File: config.mk
export PLATFORM = sky130hd
export DESIGN_NAME = sig_mel_bank
export DESIGN_NICKNAME = d
export VERILOG_FILES = /design/src/rtl/sig_mel_bank.sv
export SDC_FILE = /design/constraint.sdc
export NUM_CORES = 1
export LEC_CHECK = 0
export CAP_MARGIN = 20
export CORE_MARGIN = 8
export CORE_UTILIZATION = 40
export DETAILED_ROUTE_END_ITERATION = 6
export GPL_TIMING_DRIVEN = 1
export PLACE_DENSITY = 0.66
export SYNTH_ARGS = -nofsm -noshare
export SYNTH_HDL_FRONTEND = slang
export SYNTH_SLANG_ARGS = --single-unit
File: constraint.sdc
create_clock -name clk -period 4.9 [get_ports clk]
set_input_delay 0.98 -clock clk [delete_from_list [all_inputs] [get_ports clk]]
set_output_delay 0.98 -clock clk [all_outputs]
set_load 0.05 [all_outputs]
File: src/rtl/sig_mel_bank.sv
// Mel filter-bank reducer: folds one frame of N_BINS spectrum bins into N_BANDS band values
// (max or saturating sum), with band edges read from an external 1-cycle-latency table.
module sig_mel_bank #(
  parameter int unsigned DATA_W  = 16,
  parameter int unsigned N_BINS  = 256,
  parameter int unsigned N_BANDS = 32,
  parameter int unsigned MODE    = 0,
  localparam int unsigned BIN_AW  = $clog2(N_BINS),
  localparam int unsigned BAND_AW = (N_BANDS > 1) ? $clog2(N_BANDS) : 1
) (
  input  logic               clk,
  input  logic               rst,
  input  logic               init,
  input  logic [DATA_W-1:0]  spect_data,
  input  logic               spect_valid,
  output logic               spect_rdy,
  output logic [DATA_W-1:0]  mel_data,
  output logic               mel_valid,
  output logic               mel_last,
  input  logic               mel_rdy,
  output logic [BAND_AW-1:0] tbl_addr,
  input  logic [BIN_AW-1:0]  tbl_data
);

  localparam int unsigned CNT_W = BIN_AW + 1;

  typedef enum logic [2:0] {StFetch, StWait, StAccept, StEmit, StDrain} state_e;

  state_e              state_q, state_d;
  logic [BAND_AW-1:0]  band_q, band_d;
  logic [CNT_W-1:0]    bin_cnt_q, bin_cnt_d;
  logic [DATA_W-1:0]   acc_q, acc_d;
  logic [BIN_AW-1:0]   edge_q, edge_d;

  logic [BIN_AW-1:0]   edge_clamp;
  logic [DATA_W:0]     sum;
  logic [DATA_W-1:0]   max_v, sat_v, acc_upd;
  logic                last_band;

  assign last_band = (band_q == BAND_AW'(N_BANDS - 1));

  always_comb begin
    edge_clamp = tbl_data;
    if ({1'b0, tbl_data} >= CNT_W'(N_BINS)) begin
      edge_clamp = BIN_AW'(N_BINS - 1);
    end
    sum     = {1'b0, acc_q} + {1'b0, spect_data};
    max_v   = (spect_data > acc_q) ? spect_data : acc_q;
    sat_v   = sum[DATA_W] ? {DATA_W{1'b1}} : sum[DATA_W-1:0];
    acc_upd = (MODE == 0) ? max_v : sat_v;
  end

  always_comb begin
    state_d   = state_q;
    band_d    = band_q;
    bin_cnt_d = bin_cnt_q;
    acc_d     = acc_q;
    edge_d    = edge_q;

    unique case (state_q)
      StFetch: state_d = StWait;

      StWait: begin
        edge_d = edge_clamp;
        // Empty band: the previous band already consumed past this edge, or the frame is used up.
        if ((bin_cnt_q > {1'b0, edge_clamp}) || (bin_cnt_q == CNT_W'(N_BINS))) begin
          acc_d   = '0;
          state_d = StEmit;
        end else begin
          state_d = StAccept;
        end
      end

      StAccept: begin
        if (spect_valid) begin
          acc_d     = acc_upd;
          bin_cnt_d = bin_cnt_q + CNT_W'(1);
          if (bin_cnt_q == {1'b0, edge_q}) begin
            state_d = StEmit;
          end
        end
      end

      StEmit: begin
        if (mel_rdy) begin
          acc_d = '0;
          if (!last_band) begin
            band_d  = band_q + BAND_AW'(1);
            state_d = StFetch;
          end else if (bin_cnt_q < CNT_W'(N_BINS)) begin
            state_d = StDrain;
          end else begin
            bin_cnt_d = '0;
            band_d    = '0;
            state_d   = StFetch;
          end
        end
      end

      StDrain: begin
        if (spect_valid) begin
          bin_cnt_d = bin_cnt_q + CNT_W'(1);
          if (bin_cnt_q == CNT_W'(N_BINS - 1)) begin
            bin_cnt_d = '0;
            band_d    = '0;
            state_d   = StFetch;
          end
        end
      end

      default: state_d = StFetch;
    endcase

    if (init) begin
      state_d   = StFetch;
      band_d    = '0;
      bin_cnt_d = '0;
      acc_d     = '0;
      edge_d    = '0;
    end
  end

  always_ff @(posedge clk) begin
    if (rst) begin
      state_q   <= StFetch;
      band_q    <= '0;
      bin_cnt_q <= '0;
      acc_q     <= '0;
      edge_q    <= '0;
    end else begin
      state_q   <= state_d;
      band_q    <= band_d;
      bin_cnt_q <= bin_cnt_d;
      acc_q     <= acc_d;
      edge_q    <= edge_d;
    end
  end

  // Handshakes are masked during rst/init so nothing is consumed in those cycles.
  always_comb begin
    spect_rdy = 1'b0;
    mel_valid = 1'b0;
    if (!rst && !init) begin
      spect_rdy = (state_q == StAccept) || (state_q == StDrain);
      mel_valid = (state_q == StEmit);
    end
    mel_data = mel_valid ? acc_q : '0;
    mel_last = mel_valid && last_band;
    tbl_addr = band_q;
  end

endmodule

==> reports/metrics.json <==
{
  "sta": {
    "fin_hold_ws_ns": 0.478,
    "drv_slew": 0,
    "grt_setup_unrepaired": "no",
    "fin_crit_sh_pct": 78.9,
    "finalClockSkew_ns": 0.00813,
    "worst_margin_pin_slew_ns": 1.10,
    "highest_clock_rate_ghz": 0.259,
    "final_hold_violating_endpoints": 0,
    "setup_violations": 0,
    "max_slew_headroom_pct": 26.7,
    "setup_ws_ns": 1.03,
    "setup_tns_ns": 0,
    "final.min_clock_period_ns": 3.87
  },
  "die": {
    "floorplan.die.height_um": 97.9,
    "floorplan.die.width_um": 97.9,
    "floorplan.die_area_um2": 9590,
    "initial_core_util_pct": 40.4,
    "ioPinCount": 53,
    "num_rows": 30,
    "core_area_um2": 6640
  },
  "synthesis": {
    "postSynthRegisterBits": 41,
    "syn_area_per_cell_um2": 8.16,
    "primary_flip_flop_cell_chosen_by_synthesis_mapping": "sky130_fd_sc_hd__dfxtp_1",
    "ys_async_sr_fraction_pct": 0,
    "post_synth_instance_area_um2": 2690,
    "synth_largest_type_area_fraction_pct": 30.6,
    "synth.net_count": 388,
    "yosys.cell_types.count": 40,
    "yosys_warnings": 0,
    "synth.yosys.seq_area_share_pct": 30.6,
    "synth_edf_count": 0,
    "synth_top_cell_by_area": "sky130_fd_sc_hd__dfxtp_1",
    "synthCells": 329,
    "netlist_top_cells_area": "sky130_fd_sc_hd__dfxtp_1 31%, sky130_fd_sc_hd__ha_1 14%, sky130_fd_sc_hd__mux2i_1 8.9%"
  },
  "cells_and_area": {
    "final_net_count": 436,
    "regArea_um2": 821,
    "layout_common_cells": "41 x sky130_fd_sc_hd__dfxtp_1, 34 x sky130_fd_sc_hd__inv_1, 34 x sky130_fd_sc_hd__clkdlybuf4s50_1, 33 x sky130_fd_sc_hd__nand2_1, 30 x sky130_fd_sc_hd__ha_1",
    "leading_cell_type_in_the_layout_fill_and_taps_excluded": "sky130_fd_sc_hd__dfxtp_1",
    "multi_input_comb_area_um2": 1650,
    "flow.area_growth_from_synthesis_pct": 31.5,
    "drive_gt1_share_pct": 8.99,
    "final_core_utilization_pct": 53.1,
    "fillers": 622,
    "insertedDiodeCount": 0
  },
  "placed_design": {
    "dp_slack_ns": 1.02,
    "dp_hpwl_um": 4790,
    "buffer_ports.inserted": 52,
    "routabilityCongestion": 0.861
  },
  "route": {
    "wl_per_cell_um": 13.5,
    "post-route-drc-count": 0,
    "initialDrtViolationCount": 109,
    "num_vias": 2324,
    "drt_pre_antenna_iters": 4,
    "detail_route.wirelength_um": 6190,
    "viasPerCell": 5.07,
    "ant_nets": 0
  },
  "clocking": {
    "cts.repair.resized": 0,
    "clkSinkCount": 41,
    "cts.hold.buffers_added": 0,
    "tritoncts_clock_tree": "done",
    "clock_insertion_delay_worst_skew_ns": 0.30,
    "cts_root_buf": "sky130_fd_sc_hd__clkbuf_8",
    "ctsHtreeMaxLevel": 2,
    "numCtsBuffers": 5,
    "post-cts-setup-buffer-count": 0,
    "clk_pin_slew_worst_paths_ns": 0.08,
    "maximum_number_of_buffers_from_clock_root_to_sink": 2
  },
  "min_path": {
    "worstHoldPathType": "flop to flop"
  },
  "power_and_ir_drop": {
    "power.leakage_uw": 0.00149,
    "irDropWorstVdd_uv": 148,
    "power-per-cell-area_nw_per_um2": 189
  },
  "setup_path": {
    "start_kind": "input port",
    "cp_cell_sequence": "clkdlybuf4s50_1 > or2_2 > a211oi_1 > clkdlybuf4s50_1",
    "worst_path_largest_cell_delay_ns": 0.84,
    "critPathSlowestCell": "sky130_fd_sc_hd__clkdlybuf4s50_1",
    "path_common_cell": "sky130_fd_sc_hd__clkdlybuf4s50_1",
    "cp_data_required_time_ns": 3.92,
    "critical_path.max_fanout": 14,
    "criticalPathCategory": "input port to output port",
    "critical_path_arrival_ns": 2.89,
    "worst_setup_path_end_kind": "output port"
  },
  "global_route": {
    "first_global_vias": 2281,
    "grt_antenna_before_repair": 0,
    "grt_overflow": 0,
    "pin_count_of_the_biggest_net_entering_global_routing": 36,
    "global_route.usage.total_pct": 13.0,
    "grt_pass1_wl_um": 10400
  },
  "outcome": {
    "run_status": "complete, no violations"
  },
  "job": {
    "maxCapViolations": 0
  }
}
==> worst max-delay path: cells and delay by family <==
kind | cells | cell delay [ns]
simple gates | 1 | 0.43
compound gates | 1 | 0.20
buf+inv | 2 | 1.27
==> sequential cells by signal (all words and copies together), names as in the netlist <==
| register | cells |
|---|---|
| tbl_addr | 5 |
| state_q | 3 |
| bin_cnt_q | 9 |
| edge_q | 8 |
| acc_q | 16 |
==> path summary, 6_finish.rpt <==
| path | start | to | slack, ns | cells after the start |
|---|---|---|---|---|
| hold reg to reg | acc_q[7] | acc_q[7] | 0.48 | 2 |
| hold / removal | acc_q[7] | acc_q[7] | 0.48 | 2 |
| setup / recovery | rst | spect_rdy | 1.03 | 4 |
| setup reg to reg | bin_cnt_q[2] | acc_q[0] | 2.45 | 8 |
==> metal layers <==
metal,routed length [µm],global-route usage (%),up-vias
li1,-,-,1202
met1,2850,14.3,1068
met2,2960,23.6,46
met3,287,3.13,8
met4,85,4.68,0
met5,0,0,-
==> cell usage after synthesis, types with 3 or more instances <==
| cell | number |
|---|---|
| sky130_fd_sc_hd__clkbuf_1 | 8 |
| sky130_fd_sc_hd__and2_1 | 19 |
| sky130_fd_sc_hd__nand4_1 | 7 |
| sky130_fd_sc_hd__a21oi_1 | 13 |
| sky130_fd_sc_hd__o21ai_0 | 8 |
| sky130_fd_sc_hd__nor3_1 | 3 |
| sky130_fd_sc_hd__nand3_1 | 24 |
| sky130_fd_sc_hd__xor2_1 | 13 |
| sky130_fd_sc_hd__nand2_1 | 33 |
| sky130_fd_sc_hd__inv_1 | 34 |
| sky130_fd_sc_hd__nor4_1 | 3 |
| sky130_fd_sc_hd__nor2_1 | 30 |
| sky130_fd_sc_hd__and3_1 | 4 |
| sky130_fd_sc_hd__ha_1 | 30 |
| sky130_fd_sc_hd__dfxtp_1 | 41 |
| sky130_fd_sc_hd__mux2i_1 | 24 |
| sky130_fd_sc_hd__xnor2_1 | 5 |
==> cell type report <==
type,count,area share (%)
Clock buffer,7,2.73
Clock inverter,1,0.142
Inverter,34,3.61
Multi-Input combinational cell,239,46.7
Sequential cell,41,23.2
Tap cell,80,2.83
Timing Repair Buffer,56,20.7
==> power by group <==
group / total (µW) / switching (µW) / internal (µW)
logic: 78.5 / 38.0 / 40.5
clock network: 249 / 121 / 127
registers: 339 / 3.76 / 335
total: 666 / 163 / 503
==> metrics by stage <==
stage / power [µW] / cells / area [µm²]
floorplan: 389 / 329 / 2690
global placement: 424 / 450 / 3430
detailed placement: 425 / 450 / 3430
CTS: 675 / 458 / 3530
global route: 696 / 458 / 3530
finish: 666 / 458 / 3530
==> kinds of logic after synthesis <==
family / after synthesis / synth area share [%]
buf+inv: 49 / 8.06
mux: 24 / 8.95
xor+xnor: 18 / 5.87
fa+ha+maj: 30 / 14.0
simple gates: 131 / 23.5
flops: 41 / 30.6
compound gates: 36 / 9.09
No activity file was read; power rests on OpenSTA's default activity.
